`config.mk`:
```
export PLATFORM = sky130hd
export DESIGN_NAME = param_cpu
export DESIGN_NICKNAME = d
export VERILOG_FILES = /design/src/rtl/param_cpu_pkg.sv /design/src/rtl/param_cpu_alu.sv /design/src/rtl/param_cpu.sv
export SDC_FILE = /design/constraint.sdc
export NUM_CORES = 1
export LEC_CHECK = 0
export CAP_MARGIN = 20
export CORE_MARGIN = 5
export CORE_UTILIZATION = 25
export CTS_CLUSTER_SIZE = 12
export DETAILED_ROUTE_END_ITERATION = 10
export PLACE_DENSITY = 0.49
export SLEW_MARGIN = 30
export SYNTH_ARGS = -nofsm -noshare
export SYNTH_HDL_FRONTEND = slang
export SYNTH_SLANG_ARGS = --single-unit
```
`constraint.sdc`:
```
create_clock -name clk -period 4.9 [get_ports clk]
set_input_delay 0.98 -clock clk [delete_from_list [all_inputs] [get_ports clk]]
set_output_delay 0.98 -clock clk [all_outputs]
set_load 0.02 [all_outputs]
```
`src/rtl/param_cpu_pkg.sv`:
```
// Shared definitions for param_cpu: opcode encodings, FSM states and the ALU
// operation select used between the controller and the datapath ALU.
package param_cpu_pkg;

    localparam logic [3:0] OP_NOP  = 4'd0;
    localparam logic [3:0] OP_LDX  = 4'd1;
    localparam logic [3:0] OP_ADD  = 4'd2;
    localparam logic [3:0] OP_SUB  = 4'd3;
    localparam logic [3:0] OP_AND  = 4'd4;
    localparam logic [3:0] OP_OR   = 4'd5;
    localparam logic [3:0] OP_XOR  = 4'd6;
    localparam logic [3:0] OP_MOVZ = 4'd7;
    localparam logic [3:0] OP_CLRY = 4'd8;
    localparam logic [3:0] OP_SHL  = 4'd9;
    localparam logic [3:0] OP_SHR  = 4'd10;
    localparam logic [3:0] OP_JMP  = 4'd11;
    localparam logic [3:0] OP_JZ   = 4'd12;
    localparam logic [3:0] OP_JC   = 4'd13;
    localparam logic [3:0] OP_OUT  = 4'd14;
    localparam logic [3:0] OP_HLT  = 4'd15;

    typedef enum logic [1:0] {
        ST_RUN,
        ST_WAIT_OUT,
        ST_HALT
    } cpu_state_t;

    typedef enum logic [2:0] {
        ALU_ADD,
        ALU_SUB,
        ALU_AND,
        ALU_OR,
        ALU_XOR,
        ALU_SHL,
        ALU_SHR,
        ALU_NONE
    } alu_op_t;

    function automatic alu_op_t alu_op_of(input logic [3:0] opcode);
        case (opcode)
            OP_ADD:  return ALU_ADD;
            OP_SUB:  return ALU_SUB;
            OP_AND:  return ALU_AND;
            OP_OR:   return ALU_OR;
            OP_XOR:  return ALU_XOR;
            OP_SHL:  return ALU_SHL;
            OP_SHR:  return ALU_SHR;
            default: return ALU_NONE;
        endcase
    endfunction

endpackage

```
`src/rtl/param_cpu_alu.sv`:
```
// Combinational ALU: a is the X operand, b is the Y operand; result replaces Y.
// carry_o is carry-out for ADD, borrow for SUB and the shifted-out bit for shifts.
module param_cpu_alu
    import param_cpu_pkg::*;
#(
    parameter int WIDTH = 4
) (
    input  logic [WIDTH-1:0] a_i,
    input  logic [WIDTH-1:0] b_i,
    input  alu_op_t          op_i,
    output logic [WIDTH-1:0] result_o,
    output logic             carry_o,
    output logic             zero_o
);

    logic [WIDTH:0] sum;

    always_comb begin
        sum      = '0;
        result_o = '0;
        carry_o  = 1'b0;
        case (op_i)
            ALU_ADD: begin
                sum      = {1'b0, b_i} + {1'b0, a_i};
                result_o = sum[WIDTH-1:0];
                carry_o  = sum[WIDTH];
            end
            ALU_SUB: begin
                // The extra top bit of the difference is set exactly when b < a.
                sum      = {1'b0, b_i} - {1'b0, a_i};
                result_o = sum[WIDTH-1:0];
                carry_o  = sum[WIDTH];
            end
            ALU_AND: result_o = b_i & a_i;
            ALU_OR:  result_o = b_i | a_i;
            ALU_XOR: result_o = b_i ^ a_i;
            ALU_SHL: begin
                result_o = {b_i[WIDTH-2:0], 1'b0};
                carry_o  = b_i[WIDTH-1];
            end
            ALU_SHR: begin
                result_o = {1'b0, b_i[WIDTH-1:1]};
                carry_o  = b_i[0];
            end
            default: begin
                result_o = '0;
                carry_o  = 1'b0;
            end
        endcase
    end

    assign zero_o = ~|result_o;

endmodule

```
`src/rtl/param_cpu.sv`:
```
// Parametrised accumulator CPU: one instruction per clock from a combinational
// program memory, X/Y/Z registers, carry/zero flags, halt and a valid/ready output.
module param_cpu
    import param_cpu_pkg::*;
#(
    parameter int WIDTH      = 4,
    parameter int PROG_DEPTH = 16
) (
    input  logic                          clk,
    input  logic                          rst_n,
    output logic [$clog2(PROG_DEPTH)-1:0] pc_o,
    input  logic [WIDTH+3:0]              instr_i,
    output logic [WIDTH-1:0]              out_data,
    output logic                          out_valid,
    input  logic                          out_ready,
    output logic                          halted,
    output logic [WIDTH-1:0]              dbg_x,
    output logic [WIDTH-1:0]              dbg_y,
    output logic [WIDTH-1:0]              dbg_z,
    output logic                          dbg_zf,
    output logic                          dbg_cf
);

    localparam int ADDR_W = $clog2(PROG_DEPTH);

    cpu_state_t        state_q;
    logic [ADDR_W-1:0] pc_q;
    logic [WIDTH-1:0]  x_q, y_q, z_q;
    logic              zf_q, cf_q;
    logic [WIDTH-1:0]  out_data_q;
    logic              out_valid_q;
    logic              halted_q;

    logic [3:0]        opcode;
    logic [WIDTH-1:0]  imm;
    logic [ADDR_W-1:0] pc_inc_d;
    logic [ADDR_W-1:0] jmp_target_d;
    alu_op_t           alu_op;
    logic [WIDTH-1:0]  alu_result;
    logic              alu_carry;
    logic              alu_zero;

    assign opcode   = instr_i[WIDTH+3:WIDTH];
    assign imm      = instr_i[WIDTH-1:0];
    assign pc_inc_d = pc_q + ADDR_W'(1);
    assign alu_op   = alu_op_of(opcode);

    // Jump target takes the low address bits of imm, zero-extended for narrow data.
    if (WIDTH >= ADDR_W) begin : g_tgt_trunc
        assign jmp_target_d = imm[ADDR_W-1:0];
    end else begin : g_tgt_ext
        assign jmp_target_d = {{(ADDR_W-WIDTH){1'b0}}, imm};
    end

    param_cpu_alu #(
        .WIDTH(WIDTH)
    ) u_alu (
        .a_i      (x_q),
        .b_i      (y_q),
        .op_i     (alu_op),
        .result_o (alu_result),
        .carry_o  (alu_carry),
        .zero_o   (alu_zero)
    );

    always_ff @(posedge clk or negedge rst_n) begin
        if (!rst_n) begin
            state_q     <= ST_RUN;
            pc_q        <= '0;
            x_q         <= '0;
            y_q         <= '0;
            z_q         <= '0;
            zf_q        <= 1'b0;
            cf_q        <= 1'b0;
            out_data_q  <= '0;
            out_valid_q <= 1'b0;
            halted_q    <= 1'b0;
        end else begin
            case (state_q)
                ST_RUN: begin
                    pc_q <= pc_inc_d;
                    case (opcode)
                        OP_LDX: x_q <= imm;
                        OP_ADD, OP_SUB, OP_AND, OP_OR, OP_XOR, OP_SHL, OP_SHR: begin
                            y_q  <= alu_result;
                            cf_q <= alu_carry;
                            zf_q <= alu_zero;
                        end
                        OP_MOVZ: z_q <= y_q;
                        OP_CLRY: y_q <= '0;
                        OP_JMP:  pc_q <= jmp_target_d;
                        OP_JZ:   if (zf_q) pc_q <= jmp_target_d;
                        OP_JC:   if (cf_q) pc_q <= jmp_target_d;
                        OP_OUT: begin
                            out_data_q  <= z_q;
                            out_valid_q <= 1'b1;
                            state_q     <= ST_WAIT_OUT;
                        end
                        OP_HLT: begin
                            pc_q     <= pc_q;
                            halted_q <= 1'b1;
                            state_q  <= ST_HALT;
                        end
                        default: ;
                    endcase
                end
                ST_WAIT_OUT: begin
                    if (out_valid_q && out_ready) begin
                        out_valid_q <= 1'b0;
                        state_q     <= ST_RUN;
                    end
                end
                ST_HALT: ;
                default: state_q <= ST_RUN;
            endcase
        end
    end

    assign pc_o      = pc_q;
    assign out_data  = out_data_q;
    assign out_valid = out_valid_q;
    assign halted    = halted_q;
    assign dbg_x     = x_q;
    assign dbg_y     = y_q;
    assign dbg_z     = z_q;
    assign dbg_zf    = zf_q;
    assign dbg_cf    = cf_q;

    a_out_stable: assert property (@(posedge clk) disable iff (!rst_n)
        out_valid && !out_ready |=> out_valid && $stable(out_data));

endmodule

```
-- Yosys cells after proc, flatten, opt, wreduce, memory -nomap -nowiden
Cells that the tools add are included.
- latch bits: 0
- ROM bits: 0
- flip-flop bits (word level): 26
- memories kept: 0
- output and inout bits: 24
- input bits: 11
- RAM bits: 0
- shifts and indexed selects: 0
- bitwise logic cells: 5
- equal/unequal tests: 26
- divide/modulo/power cells: 0
- multiplexer cells: 13
- add/subtract/negate cells: 3
- reductions and logical operators: 17
- multipliers: 0
- order comparisons: 0
- operator list (kind ; count):
    $eq A4 B4 Y1 const B ; 8
    $pmux W4 S7 ; 1
    $pmux W3 S7 ; 1
    $eq A4 B3 Y1 const B ; 4
    $pmux W4 S4 ; 1
    $reduce_and A2 Y1 ; 7
    $eq A3 B3 Y1 const B ; 3
    $eq A4 B2 Y1 const B ; 2
    $mux W4 ; 2
    $pmux W4 S2 ; 1
    $reduce_or A7 Y1 ; 1
    $eq A3 B2 Y1 const B ; 2
    $pmux W2 S3 ; 1
    $reduce_and A3 Y1 ; 2
    $add A4 B4 Y5 ; 1
    $sub A4 B4 Y5 ; 1
    $add A4 B1 Y4 const B ; 1
    $and A4 B4 Y4 ; 1
    $eq A4 B1 Y1 const B ; 1
    $or A4 B4 Y4 ; 1
    $pmux W1 S4 ; 1
    $pmux W2 S2 ; 1
    $reduce_bool A2 Y1 ; 2
    $reduce_or A4 Y1 ; 1
    other kinds (15) ; 17

-- Depth between registers and ports, before layout
- depth after elaboration: 6
- depth in mapped cells: 9
- gate-level depth less buffers: 9

-- Cells and area by module
A second synthesis with hierarchy kept.
- cell total of the unflattened synthesis: 181
- area total of the unflattened synthesis: 1875.5 sq um
- modules (own cells, without submodules) (module ; instances ; sequential area each (sq um) ; area an instance (sq um) ; cells an instance):
    param_cpu ; 1 ; 650.6 ; 1290.0 ; 108
    param_cpu_alu ; 1 ; 0.0 ; 585.6 ; 73

-- Least setup slack after synthesis
Ideal clock, no wire load.
- path type: input port to flip-flop
- start point: input instr_i[5]
- end point: register zf_q (netlist: dbg_zf)
- path buffers: 1
- stages on the path: 6
- slack: 2681 ps
- data arrival time: 2099 ps
- setup time: 120 ps
- path through: clkbuf_1 nor3b_1 a32oi_1 o2bb2a_1 nor2b_1 a41o_1
- cells in the longest elaborated chain, start to end: 6
- elaborated cells on any way between the ends: 20
- those cells by class: 13 x eq/ne; 2 x mux; 5 x reduce/logical
- RTL lines (element ; RTL line ; RTL):
    start, declared ; param_cpu.sv:12 ; input logic [WIDTH+3:0] instr_i,
    $eq A4 B4 Y1 (tied with other cells) ; param_cpu_pkg.sv:40, param_cpu.sv:82 ;
    $pmux W3 S7 ; param_cpu_pkg.sv:40 ; case (opcode)
    $eq A3 B3 Y1 (tied with other cells) ; param_cpu_alu.sv:22 ; case (op_i)
    $pmux W4 S7 ; param_cpu_alu.sv:22 ;
    $reduce_or A4 Y1 ; param_cpu_alu.sv:52 ; assign zero_o = ~|result_o;
    $logic_not A1 Y1 ; param_cpu_alu.sv:52 ;
    end signal, assigned ; param_cpu.sv:87 ; zf_q <= alu_zero;
    end, declared ; param_cpu.sv:29 ; logic zf_q, cf_q;
Several ways; a longest one is shown, not always the timed one.
A chain may end at the register's enable or synchronous reset.

-- Worst setup path in the final report
- start point: input instr_i[7]
- end point: register zf_q (netlist: dbg_zf)
The elaborated chain is that of the path after synthesis.

==> metrics <==
CTS tree yes; cell taking the most area after synthesis dfrtp_1; Clock Root Buffer clkbuf_8; pre-CTS setup slack 1.66 ns; Post-Place Cells 315; multi-input logic area 0.00106 sq mm; Core Region 0.00718 sq mm; period utilization 60.0%; relative slew slack 50.3%; fillers 749; type of origin of the critical path input port; Bufs on Longest Clock Path 2; Seq pwr share 36.3%; cell area after layout 0.00230 sq mm; first-pass GRT wire length 7550 um; Setup violations, final 0; starting density of the core 25.3%; WP data required 5.07 ns; Yosys warnings 0; Clock Skew 0.00163 ns; Netlist cell types 46; Final Slew Violations 0; FF-to-FF path depth 7; CTS Sinks 26; Chip Height 95.2 um; fin cells 319; Clock power frac 20.7%; Synth area leaders dfrtp_1 (36%), ha_1 (9.0%), mux2_2 (5.0%), nand2_1 (4.1%), mux2_4 (3.3%); cts hold-fix bufs 0; Worst-Margin Slew 0.734 ns; Clock Pin Slew Worst Setup and Hold Paths 0.09 ns; cts bufs inserted 3; Syn Inst Count 190; Critical R2R Launch dbg_x[0]; worst-path fanout max 23; CP arrival 3.11 ns; Yosys reg bits 26; Synth Cell Area 0.00181 sq mm; Switching Share 36.9%; Leakage 0.970 nW; P_int 545 uW; Final #Nets 247; Rows 31; reg2reg end dbg_zf; layout cells sized above 1 10.0%; status completed; vias in the first global route 1491; Avg Cell Area, Syn 9.55 sq um; routed length per instance 14.3 um; Port Buffers 34; Max Cap Viol 0; vias per cell 4.71; crit path time final 2.94 ns; die area 0.00906 sq mm; setup TNS 0 ns; die width 95.2 um; clock latency on the worst-skew pair 0.27 ns; final worst setup slack 1.96 ns; Yosys top cell area share 35.9%; final hold violations 0; Fmax 340 MHz; gr ovfl total 0; global-route usage over all layers 10.5%; Syn Nets 216; post-CTS sizing 0; Sw Pwr 318 uW; Max IR drop VDD 0.000226 V; area grow syn2layout 26.9%; initial antenna violation count 0; hold worst-path end state_q[1]; HP Start state_q[0]; drt total wl 4570 um; Final GP Congestion 0.816; Antenna Nets Post-Route 0; Worst Hold Class flop to flop; # Post-CTS Setup Buffers 0; Hold Slack 0.479 ns; WS Path Type input port to flop; worst hold stages 1; most frequent cells in the layout clkdlybuf4s50_1 (34), dfrtp_1 (26), nand2_1 (20); Pre-antenna DRT Iters 4; Post-synth EDFFs 0; post-synthesis sequential area ratio 35.9%; Combinational Power Share 43.0%; IO Pins 35; H-tree levels 1; Synth Flop Type dfrtp_1; unrepaired setup endpoints after global routing no; power density over cell area 375 mW/mm^2; most common cell after layout, fill and taps aside clkdlybuf4s50_1; Post-synth ARST share 100%; diode count 0; Reg2Reg Setup Slack 2.60 ns; DR vias 1501; Reg area 651 sq um; DRC viols 0; placed cell area 0.00223 sq mm; dpl hpwl 3520 um; CP endpoint kind flop; largest net degree at the start of global routing 24; Initial DRC Count 108
[cell usage after synthesis, drive strengths merged (2+ instances only)]
cell type  instances
nor3               6
buf                7
a21oi              5
inv               14
nand2             20
a32oi              3
nor2               6
nand3              8
o311ai             2
and2               3
nand2b             7
a31oi              3
fa                 2
clkbuf             2
ha                13
dfrtp             26
a21o               2
xnor2              3
nor2b              8
mux2              12
a221oi             2
o22ai              4
mux2i              3
o21ai             11
a22oi              2
[cell families (layout without fill, tap and decap cells)]
group,after synthesis,after routing,share of synthesized area [%]
compound gates,45,45,17.3
flops,26,26,35.9
simple gates,62,62,17.9
buf+inv,23,53,5.93
mux,15,15,9.93
xor+xnor,4,4,1.93
fa+ha+maj,15,15,11.2
[through the flow]
stage / power, mW / utilization (%)
floorplan: 0.536 / -
global placement: 0.695 / 31.1
detailed placement: 0.690 / 31.1
CTS: 0.875 / 32.1
global route: 0.925 / 32.1
finish: 0.863 / 32.1
[layer usage]
metal / vias to the layer above / wire length [um] / global-route usage (%)
met5: - / 0 / 0
met4: 0 / 37 / 2.52
met3: 4 / 216 / 2.21
met2: 34 / 2160 / 16.5
met1: 728 / 2160 / 14.7
li1: 735 / - / -
[layout make-up]
| class | count | area share (%) |
|---|---|---|
| clock buffer | 3 | 1.79 |
| clock inverter | 1 | 1.30 |
| inverter | 14 | 2.28 |
| multi-input combinational | 141 | 45.9 |
| sequential | 26 | 28.3 |
| tap | 99 | 5.38 |
| timing repair buffer | 35 | 15.1 |
[critical path, cell delays in order]
cell             delay (ns)
clkdlybuf4s50_1        0.92
inv_1                  0.15
o311ai_1               0.70
nor2b_1                0.10
a41o_1                 0.25
[sequential cells by signal, summed over array words and instances, names as in the netlist]
register and flops:
dbg_zf 1, pc_o 4, dbg_z 4, out_data 4, dbg_y 4, out_valid 1
halted 1, state_q 2, dbg_cf 1, dbg_x 4
[power by group through the flow]
stage	registers [mW]	clock network [mW]	logic [mW]
3_5_place_dp	0.317	0	0.373
2_1_floorplan	0.352	0	0.184
6_report	0.313	0.179	0.371
5_1_grt	0.322	0.192	0.411
4_1_cts	0.314	0.185	0.376
3_3_place_gp	0.320	0	0.376
[worst max path at each step]
stage / slack, ns / start / cells past startpoint / end
3_5_place_dp: 1.66 / instr_i[7] / 5 / dbg_zf
5_1_grt: 1.81 / instr_i[7] / 5 / dbg_zf
6_report: 1.96 / instr_i[7] / 5 / dbg_zf
3_3_place_gp: 1.77 / instr_i[4] / 5 / dbg_zf
2_1_floorplan: 2.68 / instr_i[5] / 6 / dbg_zf
4_1_cts: 1.98 / instr_i[7] / 5 / dbg_zf
No activity file was read; power rests on OpenSTA's default activity.
